--- src/rtl/spm_pkg.sv ---
// Shared types and constants for the serial-parallel multiplier.
package spm_pkg;

  typedef enum logic [1:0] {
    IDLE,
    RUN,
    FIN
  } state_t;

  localparam logic CSA_RST = 1'b0;

  // Counter must reach 2*width inclusive.
  function automatic int cnt_width(input int width);
    return $clog2(2 * width) + 1;
  endfunction

endpackage

--- src/rtl/spm_csa_cell.sv ---
// Single-bit carry-save cell: adds one partial-product bit, the incoming sum and its own carry.
module spm_csa_cell
  import spm_pkg::*;
(
  input  logic clk,
  input  logic rst,
  input  logic enable,
  input  logic clear,
  input  logic x_bit,
  input  logic y_bit,
  input  logic sum_in,
  output logic sum
);

  logic carry;
  logic pp;

  assign pp = x_bit & y_bit;

  // NOTE: non-blocking so every cell sees its neighbour's pre-edge sum.
  always_ff @(posedge clk or negedge rst) begin
    if (!rst) begin
      sum   <= CSA_RST;
      carry <= CSA_RST;
    end else if (clear) begin
      sum   <= CSA_RST;
      carry <= CSA_RST;
    end else if (enable) begin
      sum   <= pp ^ sum_in ^ carry;
      carry <= (pp & sum_in) | (pp & carry) | (sum_in & carry);
    end
  end

endmodule

--- src/rtl/spm_seq_mult.sv ---
// Serial-parallel multiplier: x loaded in parallel, y streamed LSB-first, 2*WIDTH-bit product
// streamed LSB-first through a chain of WIDTH carry-save cells.
module spm_seq_mult
  import spm_pkg::*;
#(
  parameter int WIDTH     = 32,
  parameter bit SIGNED_EN = 1'b1
) (
  input  logic             clk,
  input  logic             rst,
  input  logic             start,
  output logic             ready,
  input  logic [WIDTH-1:0] x,
  input  logic             signed_mode,
  input  logic             en,
  input  logic             y,
  output logic             p,
  output logic             p_valid,
  output logic             p_last,
  output logic             done
);

  localparam int               CNT_W    = cnt_width(WIDTH);
  localparam logic [CNT_W-1:0] CNT_LAST = CNT_W'(2 * WIDTH - 1);
  localparam logic [CNT_W-1:0] CNT_YMSB = CNT_W'(WIDTH - 1);
  localparam logic [CNT_W-1:0] CNT_YEND = CNT_W'(WIDTH);

  state_t           state, state_nxt;
  logic [CNT_W-1:0] cnt;
  logic [WIDTH-1:0] x_q;
  logic [WIDTH-1:0] s;
  logic             signed_q;
  logic             y_msb;
  logic             y_bit;
  logic             accept;
  logic             step;

  assign ready  = (state == IDLE);
  assign accept = ready & start;
  assign step   = (state == RUN) & en;
  assign y_bit  = (cnt < CNT_YEND) ? y : (signed_q & y_msb);

  always_ff @(posedge clk or negedge rst) begin
    if (!rst) state <= IDLE;
    else      state <= state_nxt;
  end

  // NOTE: default first so no path through the case can infer a latch.
  always_comb begin
    state_nxt = state;
    case (state)
      IDLE:    if (start) state_nxt = RUN;
      RUN:     if (en && cnt == CNT_LAST) state_nxt = FIN;
      FIN:     state_nxt = IDLE;
      default: state_nxt = IDLE;
    endcase
  end

  always_ff @(posedge clk or negedge rst) begin
    if (!rst) begin
      cnt      <= '0;
      x_q      <= '0;
      signed_q <= 1'b0;
      y_msb    <= 1'b0;
      p_valid  <= 1'b0;
      p_last   <= 1'b0;
    end else begin
      p_valid <= step;
      p_last  <= step && (cnt == CNT_LAST);
      if (accept) begin
        x_q      <= x;
        signed_q <= SIGNED_EN & signed_mode;
        cnt      <= '0;
        y_msb    <= 1'b0;
      end else if (step) begin
        cnt <= cnt + CNT_W'(1);
        if (cnt == CNT_YMSB) y_msb <= y;
      end
    end
  end

  assign done = p_last;
  assign p    = p_valid & s[0];

  for (genvar i = 0; i < WIDTH; i++) begin : g_cell
    logic sum_in;
    if (i == WIDTH - 1) begin : g_msb
      // Signed: this cell carries negative weight; recycling its own sum sign-extends the accumulator.
      assign sum_in = signed_q & s[i];
    end else begin : g_mid
      assign sum_in = s[i+1];
    end
    spm_csa_cell u_cell (
      .clk    (clk),
      .rst    (rst),
      .enable (step),
      .clear  (accept),
      .x_bit  (x_q[i]),
      .y_bit  (y_bit),
      .sum_in (sum_in),
      .sum    (s[i])
    );
  end

endmodule
--- config.mk ---
export PLATFORM = sky130hd
export DESIGN_NAME = spm_seq_mult
export DESIGN_NICKNAME = d
export VERILOG_FILES = /design/src/rtl/spm_pkg.sv /design/src/rtl/spm_csa_cell.sv /design/src/rtl/spm_seq_mult.sv
export SDC_FILE = /design/constraint.sdc
export NUM_CORES = 1
export LEC_CHECK = 0
export ABC_CLOCK_PERIOD_IN_PS = 10300
export CORE_MARGIN = 2
export CORE_UTILIZATION = 50
export CTS_BUF_LIST = sky130_fd_sc_hd__clkbuf_2
export CTS_CLUSTER_SIZE = 40
export DETAILED_ROUTE_END_ITERATION = 12
export PLACE_DENSITY_LB_ADDON = 0.2
export SLEW_MARGIN = 20
export SYNTH_ARGS = -nofsm -noshare
export SYNTH_HDL_FRONTEND = slang
export SYNTH_HIERARCHICAL = 1
export SYNTH_SLANG_ARGS = --single-unit
--- constraint.sdc ---
create_clock -name clk -period 10.3 [get_ports clk]
set_input_delay 2.06 -clock clk [delete_from_list [all_inputs] [get_ports clk]]
set_output_delay 2.06 -clock clk [all_outputs]
set_load 0.01 [all_outputs]
==> results.cfg <==
[run_status]
status = complete, no violations

[finish]
fillCellCount = 972
area_growth_syn_to_layout_pct = 11.4
drive_above_1_share_pct = 3.92
diodes = 0
final_nets = 705

[worst_hold_path]
hold_path.class = reg2reg
hold_start = x_q[31]

[logic_synthesis]
synth_common_cells = 139 x nand2_1, 130 x nand2b_1, 109 x dfrtp_1, 66 x inv_1, 65 x a21oi_1
synth_edf_count = 0
synth_compound_area_share_pct = 6.81
synth_nets = 657
synthCells = 586
synth_area_per_cell_um2 = 9.54
ys_ff_latch = 109
yosys.cell_count.top_type = nand2_1
yosys.area_share.simple_pct = 26.3
yosysWarnings = 6
yosysSeqAreaShare_pct = 48.8
ys_types = 29
synth_top_family_by_area = simple AND/OR/NAND/NOR gates
synth_top_area_share_pct = 48.8
syn_area_um2 = 5590
synthArstFlopShare_pct = 100
synth_top_cell_by_area = dfrtp_1
synthFlopType = dfrtp_1
synthXorXnorAreaFrac_pct = 0.157
synth_fa_ha_area_share_pct = 11.7
synthMuxAreaShare_pct = 0.560
ys_top_cells_by_area = dfrtp_1 49%, nand2b_1 15%, fa_1 11%

[job]
drv_cap = 0

[cts]
cts_buffers = 9
clock_latency_ns = 0.57
cts_sinks = 109
root_buffer = clkbuf_2
clk_pin_slew_ns = 0.24
cts.htree.levels = 3
clockBufferDepth = 2
postCtsHoldBufs = 0
post_cts_buffers = 0
ctsResizeCount = 0
cts_tree = yes

[global_routing]
grt_pass1_vias = 3939
grtUsageMet1_pct = 25.6
overflow = 0
grt_pass1_wl_um = 17800
grtUsageMet3_pct = 2.37
track_usage_pct = 18.9
grt_util_met2_pct = 31.3
antenna_found_initial = 0
grt-busiest-layer = met2
grt_max_degree = 79

[timing]
relSlewSlack_pct = 43.9
fmax_mhz = 243
hold_viol_final = 0
worst_pin_slew_ns = 0.840
finalCriticalPeriod_ns = 4.11
skew_ns = 0.0294
setup_tns_ns = 0
drv_slew = 0
setup_viol = 0
grt_setup_unrepaired = no
whs_ns = 0.512
period_share_pct = 39.9

[worst_setup_path]
cp-start-kind = input port
critPathMaxFanout = 53
worst-path-buf-inv = 3
crit_chain = clkdlybuf4s50_1 -> or3b_1 -> inv_2 -> buf_4 -> nor2_1 -> mux2_2
critical-path-max-stage-delay_ns = 0.63
arrival_ns = 4.59
crit_path_top_delay_cell = inv_2
path_class = in2reg
timing.rr.start = state[0]
cp_top_family = buffers and inverters
crit_required_ns = 10.78
startpoint = start
cp-end-kind = flip-flop

[floorplanning]
fp.dieArea_um2 = 12000
rows = 38
core_area_um2 = 10900
die_h_um = 110
die_w_um = 110
io_pins = 43
initial_core_util_pct = 51.3

[detailed_routing]
firstDrtPassIters = 4
routed_wl_um = 9960
drt-vias-per-instance = 4.93
drt_iter0_drc = 215
drc_errors = 0
num_vias = 3827
wire_per_inst_um = 12.8
antenna_left = 0

[placed_design]
hpwl_um = 6050
place_congestion = 0.787
port_buffers = 42

[power]
power_density_nw_per_um2 = 186
cellLeakagePower_nw = 2.66
vdd_drop_max_mv = 0.0911
-- power breakdown --
| group | switching [mW] | internal (mW) | total, mW | leakage (nW) |
|---|---|---|---|---|
| Combinational | 0.200 | 0.183 | 0.383 | 1.19 |
| Clock | 0.128 | 0.0296 | 0.158 | 0.0490 |
| Sequential | 0.0688 | 0.551 | 0.620 | 1.42 |
| Total | 0.397 | 0.763 | 1.16 | 2.66 |
-- sequential cells by signal (all words and copies together), names as in the netlist --
register,flops
g_cell.u_cell/carry,32
cnt,7
x_q,32
done,1
y_msb,1
p_valid,1
g_cell.u_cell/sum,32
state,2
signed_q,1
-- kinds of logic (layout without fill, tap and decap cells) --
kind of cell	count (synthesis)	after routing
adder cells (fa/ha/maj)	33	33
AND/OR/NAND/NOR	291	291
AO/OA/AOI/OAI	73	73
flip-flops	109	109
buffers and inverters	76	127
multiplexers	3	3
XOR/XNOR	1	1
-- placed cells by master (no fill, tap or decap), types with 2 or more instances in the layout --
cell type	netlist	final
clkdlybuf4s50_1	0	41
fa_1	32	32
nand3_1	3	3
clkinv_1	0	2
a21oi_1	65	65
dfrtp_1	109	109
nand2b_1	130	130
or4_1	2	2
buf_4	5	6
o21ai_0	3	2
nand2_1	139	139
clkbuf_2	0	11
inv_1	66	65
and2_1	2	2
nor4_1	4	4
nor2_1	5	5
o31ai_1	2	2
mux2i_1	2	2
-- stage by stage --
step	area (um2)	utilization [%]	cells	setup WS [ns]	power (mW)
finish	6230	57.2	777	6.19	1.16
global route	6230	57.2	777	6.07	1.28
CTS	6230	57.2	777	6.21	1.18
detailed placement	6160	56.6	763	5.56	1.02
global placement	6160	56.6	763	5.60	0.993
floorplan	5590	-	586	5.82	0.909
-- per-layer routing --
metal | share of wire, % | vias to the layer above
li1 | - | 1895
met4 | 1.7 | 0
met3 | 1.8 | 11
met1 | 48 | 1894
met5 | 0 | -
met2 | 48 | 27
-- layout make-up --
type / count / area (um2) / area share (%)
Inverter: 66 / 248 / 3.98
Sequential cell: 109 / 2730 / 43.8
Tap cell: 140 / 175 / 2.81
Clock buffer: 11 / 55.1 / 0.884
Multi-Input combinational cell: 401 / 2550 / 41.0
Timing Repair Buffer: 47 / 455 / 7.31
Clock inverter: 3 / 15.0 / 0.241
-- path summary, 6_finish.rpt --
| check | end | cells past startpoint | slack [ns] |
|---|---|---|---|
| max in group asynchronous | x_q[28] | 2 | 7.64 |
| max reg2reg | cnt[0] | 5 | 7.63 |
| min | x_q[31] | 2 | 0.51 |
| min reg2reg | x_q[31] | 2 | 0.51 |
| min in group asynchronous | g_cell[7].u_cell/carry | 1 | 1.50 |
| max | cnt[0] | 6 | 6.19 |
-- worst reg2reg max path: cells and delay by family (launching register included) --
kind | cells | cell delay (ns)
buffers and inverters | 2 | 1.26
flip-flops | 1 | 0.50
multiplexers | 1 | 0.28
AND/OR/NAND/NOR | 2 | 0.55
Power figures use the tool's default switching activity.
